[src/rtl/div_ctrl.sv]
// Sequencer for the shared signed/unsigned AXI-Stream divider IPs used by EX.
// Optional DIV_ZERO_BYPASS_EN: zero divisors complete locally without touching an IP.
module div_ctrl (
   input  logic        clk,
   input  logic        resetn,
   input  logic        req_valid,
   output logic        req_ready,
   input  logic [3:0]  req_op,
   input  logic [31:0] req_src1,
   input  logic [31:0] req_src2,
   input  logic        cancel,
   output logic        resp_valid,
   input  logic        resp_ready,
   output logic [31:0] resp_result,
   output logic        busy,
   output logic [31:0] div_dividend_tdata,
   output logic [31:0] div_divisor_tdata,
   output logic        sdiv_dividend_tvalid,
   input  logic        sdiv_dividend_tready,
   output logic        sdiv_divisor_tvalid,
   input  logic        sdiv_divisor_tready,
   input  logic        sdiv_dout_tvalid,
   input  logic [63:0] sdiv_dout_tdata,
   output logic        udiv_dividend_tvalid,
   input  logic        udiv_dividend_tready,
   output logic        udiv_divisor_tvalid,
   input  logic        udiv_divisor_tready,
   input  logic        udiv_dout_tvalid,
   input  logic [63:0] udiv_dout_tdata
);

   typedef enum logic [2:0] {
      ST_IDLE  = 3'd0,
      ST_SEND  = 3'd1,
      ST_WAIT  = 3'd2,
      ST_DONE  = 3'd3,
      ST_DRAIN = 3'd4
   } state_t;

   function automatic logic is_onehot4(input logic [3:0] v);
      is_onehot4 = (v != 4'd0) && ((v & (v - 4'd1)) == 4'd0);
   endfunction

   state_t      state_r, state_nxt_s;
   logic [3:0]  op_r, op_nxt_s;
   logic [31:0] dividend_r, dividend_nxt_s;
   logic [31:0] divisor_r, divisor_nxt_s;
   logic [31:0] result_r, result_nxt_s;
   logic        sdvd_vld_r, sdvs_vld_r, udvd_vld_r, udvs_vld_r;
   logic        sdvd_vld_nxt_s, sdvs_vld_nxt_s, udvd_vld_nxt_s, udvs_vld_nxt_s;
   logic        pend_r, pend_nxt_s;
   logic        busy_r, resp_valid_r;
   logic        sel_dout_vld_s;
   logic [63:0] sel_dout_data_s;
   logic [31:0] sel_result_s;
   logic        zero_bypass_s;
   logic [31:0] bypass_result_s;

`ifdef DIV_ZERO_BYPASS_EN
   assign zero_bypass_s = (req_src2 == 32'd0);
`else
   assign zero_bypass_s = 1'b0;
`endif
   assign bypass_result_s = (req_op[1] | req_op[3]) ? req_src1 : 32'hFFFF_FFFF;

   assign req_ready            = (state_r == ST_IDLE) && !cancel;
   assign busy                 = busy_r;
   assign resp_valid           = resp_valid_r;
   assign resp_result          = result_r;
   assign div_dividend_tdata   = dividend_r;
   assign div_divisor_tdata    = divisor_r;
   assign sdiv_dividend_tvalid = sdvd_vld_r;
   assign sdiv_divisor_tvalid  = sdvs_vld_r;
   assign udiv_dividend_tvalid = udvd_vld_r;
   assign udiv_divisor_tvalid  = udvs_vld_r;

   // Route the result channel of whichever IP the latched op selected.
   always_comb begin
      sel_dout_vld_s  = 1'b0;
      sel_dout_data_s = 64'd0;
      if (op_r[1:0] != 2'd0) begin
         sel_dout_vld_s  = sdiv_dout_tvalid;
         sel_dout_data_s = sdiv_dout_tdata;
      end else if (op_r[3:2] != 2'd0) begin
         sel_dout_vld_s  = udiv_dout_tvalid;
         sel_dout_data_s = udiv_dout_tdata;
      end else begin
         sel_dout_vld_s  = 1'b0;
         sel_dout_data_s = 64'd0;
      end
      sel_result_s = (op_r[1] | op_r[3]) ? sel_dout_data_s[31:0] : sel_dout_data_s[63:32];
   end

   // Next-state and datapath update; tvalids self-clear on their own handshake.
   always_comb begin
      state_nxt_s    = state_r;
      op_nxt_s       = op_r;
      dividend_nxt_s = dividend_r;
      divisor_nxt_s  = divisor_r;
      result_nxt_s   = result_r;
      pend_nxt_s     = pend_r;
      sdvd_vld_nxt_s = sdvd_vld_r & ~sdiv_dividend_tready;
      sdvs_vld_nxt_s = sdvs_vld_r & ~sdiv_divisor_tready;
      udvd_vld_nxt_s = udvd_vld_r & ~udiv_dividend_tready;
      udvs_vld_nxt_s = udvs_vld_r & ~udiv_divisor_tready;
      case (state_r)
         ST_IDLE: begin
            if (req_valid && !cancel) begin
               op_nxt_s       = req_op;
               dividend_nxt_s = req_src1;
               divisor_nxt_s  = req_src2;
               pend_nxt_s     = 1'b0;
               if (!is_onehot4(req_op)) begin
                  result_nxt_s = 32'd0;
                  state_nxt_s  = ST_DONE;
               end else if (zero_bypass_s) begin
                  result_nxt_s = bypass_result_s;
                  state_nxt_s  = ST_DONE;
               end else begin
                  sdvd_vld_nxt_s = (req_op[1:0] != 2'd0);
                  sdvs_vld_nxt_s = (req_op[1:0] != 2'd0);
                  udvd_vld_nxt_s = (req_op[3:2] != 2'd0);
                  udvs_vld_nxt_s = (req_op[3:2] != 2'd0);
                  state_nxt_s    = ST_SEND;
               end
            end else begin
               state_nxt_s = ST_IDLE;
            end
         end
         ST_SEND: begin
            pend_nxt_s = pend_r | cancel;
            if (!(sdvd_vld_nxt_s | sdvs_vld_nxt_s | udvd_vld_nxt_s | udvs_vld_nxt_s)) begin
               state_nxt_s = pend_nxt_s ? ST_DRAIN : ST_WAIT;
            end else begin
               state_nxt_s = ST_SEND;
            end
         end
         ST_WAIT: begin
            // A cancel coinciding with the result pulse has nothing left to drain.
            if (cancel) begin
               state_nxt_s = sel_dout_vld_s ? ST_IDLE : ST_DRAIN;
            end else if (sel_dout_vld_s) begin
               result_nxt_s = sel_result_s;
               state_nxt_s  = ST_DONE;
            end else begin
               state_nxt_s = ST_WAIT;
            end
         end
         ST_DONE: begin
            if (cancel || resp_ready) begin
               state_nxt_s = ST_IDLE;
            end else begin
               state_nxt_s = ST_DONE;
            end
         end
         ST_DRAIN: begin
            if (sel_dout_vld_s) begin
               pend_nxt_s  = 1'b0;
               state_nxt_s = ST_IDLE;
            end else begin
               state_nxt_s = ST_DRAIN;
            end
         end
         default: begin
            state_nxt_s = ST_IDLE;
         end
      endcase
   end

   // FSM state register.
   always_ff @(posedge clk or negedge resetn) begin
      if (!resetn) begin
         state_r <= ST_IDLE;
      end else begin
         state_r <= state_nxt_s;
      end
   end

   // Operand, result and handshake registers; status flags follow the next state.
   always_ff @(posedge clk or negedge resetn) begin
      if (!resetn) begin
         op_r         <= 4'd0;
         dividend_r   <= 32'd0;
         divisor_r    <= 32'd0;
         result_r     <= 32'd0;
         pend_r       <= 1'b0;
         sdvd_vld_r   <= 1'b0;
         sdvs_vld_r   <= 1'b0;
         udvd_vld_r   <= 1'b0;
         udvs_vld_r   <= 1'b0;
         busy_r       <= 1'b0;
         resp_valid_r <= 1'b0;
      end else begin
         op_r         <= op_nxt_s;
         dividend_r   <= dividend_nxt_s;
         divisor_r    <= divisor_nxt_s;
         result_r     <= result_nxt_s;
         pend_r       <= pend_nxt_s;
         sdvd_vld_r   <= sdvd_vld_nxt_s;
         sdvs_vld_r   <= sdvs_vld_nxt_s;
         udvd_vld_r   <= udvd_vld_nxt_s;
         udvs_vld_r   <= udvs_vld_nxt_s;
         busy_r       <= (state_nxt_s != ST_IDLE);
         resp_valid_r <= (state_nxt_s == ST_DONE);
      end
   end

endmodule

[config.mk]
export PLATFORM = sky130hd
export DESIGN_NAME = div_ctrl
export DESIGN_NICKNAME = d
export VERILOG_FILES = /design/src/rtl/div_ctrl.sv
export SDC_FILE = /design/constraint.sdc
export NUM_CORES = 1
export LEC_CHECK = 0
export CAP_MARGIN = 0
export CORE_MARGIN = 8
export CORE_UTILIZATION = 40
export DETAILED_ROUTE_END_ITERATION = 10
export DONT_BUFFER_PORTS = 1
export PLACE_DENSITY = 0.56
export REMOVE_ABC_BUFFERS = 1
export SKIP_CTS_REPAIR_TIMING = 1
export SLEW_MARGIN = 25
export SYNTH_ARGS = -nofsm -noshare
export SYNTH_HDL_FRONTEND = slang
export SYNTH_SLANG_ARGS = --single-unit
[constraint.sdc]
create_clock -name clk -period 3.2 [get_ports clk]
set_input_delay 0.32 -clock clk [delete_from_list [all_inputs] [get_ports clk]]
set_output_delay 0.32 -clock clk [all_outputs]
set_load 0.03 [all_outputs]
**Word-level counts from Yosys, hierarchy flattened**

Index checks and enable logic that the tools add are counted.

- Logic and storage cells: 89
- RAM bits: 0
- Memories: 0
- Output and inout port bits: 103
- Input port bits: 207
- Bits in registers: 110
- Bits in read-only memories: 0
- Bits in latches: 0

- Bitwise logic cells: 14
- Mux-type cells: 34
- Add/sub/neg operators: 1
- Div/mod/pow operators: 0
- Equality and inequality tests: 10
- Shift-type cells: 0
- $mul: 0
- Reductions and logical operators: 18
- $lt $le $gt $ge: 0

Operator list:

| kind | number |
|---|---|
| $mux 32 | 5 |
| $mux 64 | 2 |
| $pmux 32 s2 | 1 |
| $mux 1 | 17 |
| $mux 3 | 5 |
| $pmux 3 s5 | 1 |
| $reduce_bool 2->1 | 5 |
| $eq 3x2->1 const B | 3 |
| $ne 2x2->1 const B | 4 |
| $reduce_bool 3->1 | 2 |
| $or 1x1->1 | 5 |
| $reduce_and 5->1 | 1 |
| $and 1x1->1 | 4 |
| $and 4x4->4 | 1 |
| $logic_not 4->1 | 1 |
| $mux 2 | 2 |
| $not 1->1 | 4 |
| $reduce_bool 4->1 | 1 |
| $sub 4x1->4 const B | 1 |
| $eq 3x1->1 const B | 1 |
| $eq 3x3->1 const B | 1 |
| $logic_and 1x1->1 | 3 |
| $logic_not 3->1 | 1 |
| $pmux 1 s3 | 1 |
| 5 further kinds | 5 |

**Depth between registers and ports, before layout**

- Depth after elaboration: 8
- Gate-level depth with buffers: 8
- Gate-level depth less buffers: 4

**Least setup slack after synthesis**

No wires, ideal clock.

- Path type: flip-flop to flip-flop
- Start: register state_r[1]
- End: register result_r[10], in the netlist resp_result[10]
- Stages on the path, launching flop included: 7
- Required time: 3075 ps
- Slack: 1367 ps
- Data arrival time: 1708 ps
- Library setup time: 125 ps
- Buffers on the path: 2
- Clock period less this slack: 1833 ps
- Cells stage by stage: dfrtp_1 buf_2 or3b_4 nor3_4 a22o_4 buf_12 mux2_4

- Word-level cells in the longest chain between the ends: 3
- Elaborated cells on any way between the ends: 9
- Classes of those cells: eq/ne: 5; mux: 1; reduce/logical: 3

Ends and longest elaborated chain:

| element | line | source |
|---|---|---|
| start: declaration | 44 | `state_t state_r, state_nxt_s;` |
| start signal: assignment | 175 | `state_r <= state_nxt_s;` |
| $eq 3x2->1 or $logic_not 3->1 (tied branches) | 106 | `case (state_r)` |
| $ne 2x2->1 (no source line), or another cell as far along | -- |  |
| $reduce_and 5->1 (no source line) | -- |  |
| end signal: assignment | 197 | `result_r <= result_nxt_s;` |
| end: declaration | 48 | `logic [31:0] result_r, result_nxt_s;` |

Several ways; a longest one is shown, not always the timed one.
A chain may end at the register's enable or synchronous reset.

**Worst setup path in the final report**

- Start: register op_r[0]
- End: register result_r[23], in the netlist resp_result[23]

- Word-level cells in the longest chain between the ends: 6
- Elaborated cells on any way between the ends: 9
- Classes of those cells: eq/ne: 1; mux: 6; reduce/logical: 2

Ends and longest elaborated chain:

| element | line | source |
|---|---|---|
| start: declaration | 45 | `logic [3:0] op_r, op_nxt_s;` |
| start signal: assignment | 194 | `op_r <= op_nxt_s;` |
| $reduce_bool 2->1 * | 81 | `if (op_r[1:0] != 2'd0) begin` |
| $mux 64 | 81 |  |
| $mux 32 | 91 | `sel_result_s = (op_r[1] \| op_r[3]) ? sel_dout_data_s[31:0] : sel_dout_data_s[63:32];` |
| $mux 32 | 142 | `end else if (sel_dout_vld_s) begin` |
| $mux 32 | 140 | `if (cancel) begin` |
| $pmux 32 s2 | 106 |  |

Every way passes the cells marked *; elsewhere a longest branch is shown, timed or not. The select of a mux whose other input is x is not followed.

==> flow_metrics.env <==
export IMPL_routabilityCongestion=0.800
export IMPL_instances_no_fill=805
export IMPL_dr_pass1_iters=4
export IMPL_power_sequential_fraction_pct=51.4
export IMPL_combinational_family_with_the_most_area_after_synthesis="simple AND/OR/NAND/NOR gates"
export IMPL_report_final_setup_viol=0
export IMPL_place_detailed_instances=785
export IMPL_min_path_cells=2
export IMPL_clockBufferDepth=2
export IMPL_synth_seq_cells=110
export IMPL_fillCellCount=1402
export IMPL_io_buffer_count=0
export IMPL_synth_compound_gate_area_share_pct=17.7
export IMPL_synth_top_area_cell="sky130_fd_sc_hd__dfrtp_1"
export IMPL_cts_buffers=9
export IMPL_num_rows=44
export IMPL_critPathArrivalTime_ns=2.92
export IMPL_synth_area_leaders="sky130_fd_sc_hd__dfrtp_1 (47%), sky130_fd_sc_hd__nand2_1 (15%), sky130_fd_sc_hd__mux2_4 (7.4%)"
export IMPL_drc_errors=0
export IMPL_ant_nets=0
export IMPL_finish_net_count=821
export IMPL_gr_usage_all_layers_pct=18.5
export IMPL_synth_fa_ha_area_share_pct=0
export IMPL_wire_length_of_the_first_global_routing_pass_mm=27.3
export IMPL_grt_pass1_vias=4830
export IMPL_io_pin_count=310
export IMPL_area_share_of_and_or_nand_nor_cells_after_synthesis_pct=18.6
export IMPL_hold_viol_final=0
export IMPL_floorplan_initialDensity_pct=40.6
export IMPL_worst_path_stages=5
export IMPL_final_hold_worst_slack_ns=0.0680
export IMPL_p_int_w=0.00349
export IMPL_drt_first_iter_violations=207
export IMPL_ys_dominant_reg_cell="sky130_fd_sc_hd__dfrtp_1"
export IMPL_mux_share_of_post_synthesis_cell_area_pct=9.44
export IMPL_seq_area_sq_um=2750
export IMPL_final_period_minus_worst_setup_slack_ns=2.68
export IMPL_num_vias=4797
export IMPL_final_max_slew_violation_count=0
export IMPL_vdd_drop_max_v=0.000558
export IMPL_crit_path_end_kind="flop"
export IMPL_place_hpwl_mm=13.5
export IMPL_multi_input_area_sq_um=2700
export IMPL_clk_pin_slew_ns=0.08
export IMPL_timing_max_cap_violations=0
export IMPL_kind_of_start_point_of_the_critical_path="flop"
export IMPL_ys_warnings_count=0
export IMPL_die_area_sq_um=18800
export IMPL_cpPeakStageDelay_ns=0.91
export IMPL_post_drt_via_cell_ratio=5.96
export IMPL_totalWireLength_mm=18.8
export IMPL_postLayoutSetupSlackWorst_ns=0.522
export IMPL_area_growth_syn_to_layout_pct=6.17
export IMPL_dieWidth_microns=137
export IMPL_path_buf_inv=2
export IMPL_clock_tree_htree_level_count=3
export IMPL_pin_count_of_the_biggest_net_entering_global_routing=111
export IMPL_path_delay_family="buffers and inverters"
export IMPL_final_period_utilization_pct=83.7
export IMPL_synthArstFlopShare_pct=100
export IMPL_grt_antenna_before_repair=3
export IMPL_syn_cell_area_sq_um=5860
export IMPL_post_synth_top_count_cell="sky130_fd_sc_hd__nand2_1"
export IMPL_tightest_slew_ns=1.03
export IMPL_rr_worst_depth=5
export IMPL_worstPathMaxFanout=34
export IMPL_grt_overflow_total=0
export IMPL_tritoncts="yes"
export IMPL_drive_above_1_share_pct=11.8
export IMPL_worst_ep_required_time_ns=3.44
export IMPL_synth_common_cells="sky130_fd_sc_hd__nand2_1 (227), sky130_fd_sc_hd__dfrtp_1 (110), sky130_fd_sc_hd__inv_1 (35)"
export IMPL_cellLeakagePower_nw=3.00
export IMPL_cts_root_buf="sky130_fd_sc_hd__clkbuf_16"
export IMPL_max_freq_mhz=373
export IMPL_postSynthAreaPerCell_sq_um=9.14
export IMPL_run_status="completed"
export IMPL_critical_path_slowest_cell="sky130_fd_sc_hd__clkinv_1"
export IMPL_clkSinkCount=110
export IMPL_power_net_switching_w=0.00366
export IMPL_pwr_share_comb_pct=33.1
export IMPL_relSlewSlack_pct=31.2
export IMPL_netSwitchingFraction_pct=51.2
export IMPL_synth_enable_flop_cells=0
export IMPL_syn_inst=641
export IMPL_worst_setup_path_type="reg2reg"
export IMPL_synth_cell_type_count=47
export IMPL_cellPowerDensity_nw_per_um2=1150
export IMPL_route_detailed_wl_per_inst_microns=23.4
export IMPL_synth_top_cell_area_share_pct=47.0
export IMPL_fin_skew_ns=0.00650
export IMPL_setup_tns_ns=0
export IMPL_dpl_worst_slack_ns=0.894
export IMPL_grt_setup_unrepaired="no"
export IMPL_clkLatencyLatePin_ns=0.35
export IMPL_coreArea_sq_um=14400
export IMPL_clkPwrFrac_pct=15.5
export IMPL_die_h_microns=137
export IMPL_hold_path_class="in2reg"
export IMPL_synth_xor_area_share_pct=0.149
export IMPL_critical_path_cell_list="buf_4, clkinv_1, o22ai_1, a211oi_1, mux2_4"
export IMPL_seq_area_frac_synth_pct=47.0
## cells by family after synthesis
group,count (synthesis)
AO/OA/AOI/OAI,141
XOR/XNOR,1
multiplexers,40
flip-flops,110
AND/OR/NAND/NOR,264
buffers and inverters,85
## area by class of cell
class	count	area share, %
Tap cell	184	3.70
Clock buffer	10	3.68
Sequential cell	110	44.2
Antenna cell	2	0.0805
Inverter	35	2.11
Timing Repair Buffer	12	1.81
Multi-Input combinational cell	446	43.3
Clock inverter	6	1.03
## worst paths after layout
path                                startpoint                                 to  slack (ns)
max                        op_r[0]$_DFFE_PN0P_        resp_result[23]$_DFFE_PN0P_        0.52
min                                req_src1[2]  div_dividend_tdata[2]$_DFFE_PN0P_        0.07
max reg2reg                op_r[0]$_DFFE_PN0P_        resp_result[23]$_DFFE_PN0P_        0.52
min reg2reg                op_r[2]$_DFFE_PN0P_                op_r[2]$_DFFE_PN0P_        0.57
max in group asynchronous               resetn        resp_result[10]$_DFFE_PN0P_        2.12
min in group asynchronous               resetn        resp_result[18]$_DFFE_PN0P_        0.51
## metal layers
metal	vias to the layer above	share of wire (%)	GRT usage, %
met4	2	2.1	6.70
li1	2143	-	-
met1	2315	36	20.7
met2	307	47	29.9
met5	-	0.043	0
met3	30	15	9.32
## metrics by stage
stage | power (W) | utilization [%] | instance area (sq um)
final | 0.00716 | 43.1 | 6220
after global routing | 0.00758 | 43.1 | 6220
after CTS | 0.00718 | 42.8 | 6180
after detailed placement | 0.00605 | 40.8 | 5890
after global placement | 0.00596 | 40.8 | 5890
after floorplan | 0.00525 | - | 5570
## layout by cell type (no fill, tap or decap), drive strengths merged, types with 2 or more instances in the layout
cell type	netlist	routed
o21ai	34	34
a21oi	3	3
o22ai	31	31
o32ai	2	2
inv	35	37
clkinv	0	3
or2	4	4
nor2b	3	3
dfrtp	110	110
o311a	31	31
nand2	227	227
diode	0	2
mux2i	5	5
nand3b	2	2
mux2	35	35
nor2	9	9
buf	21	11
nand3	2	2
nor3b	2	2
clkbuf	29	10
a211oi	31	31
a221oi	2	2
nand2b	7	7
## power by group through the flow
stage               Combinational (W)  Sequential, W  Clock (W)
floorplan                     0.00170        0.00355          0
CTS                           0.00233        0.00370    0.00114
global placement              0.00224        0.00372          0
global route                  0.00260        0.00377    0.00121
detailed placement            0.00235        0.00371          0
finish                        0.00237        0.00368    0.00111
## flip-flops by register name (all words and copies together) (netlist names)
name,flops
div_dividend_tdata,32
div_divisor_tdata,32
resp_result,32
op_r,4
state_r,3
busy,1
pend_r,1
resp_valid,1
sdiv_dividend_tvalid,1
sdiv_divisor_tvalid,1
udiv_dividend_tvalid,1
udiv_divisor_tvalid,1
Note: power is estimated with default switching activity, not from simulation.
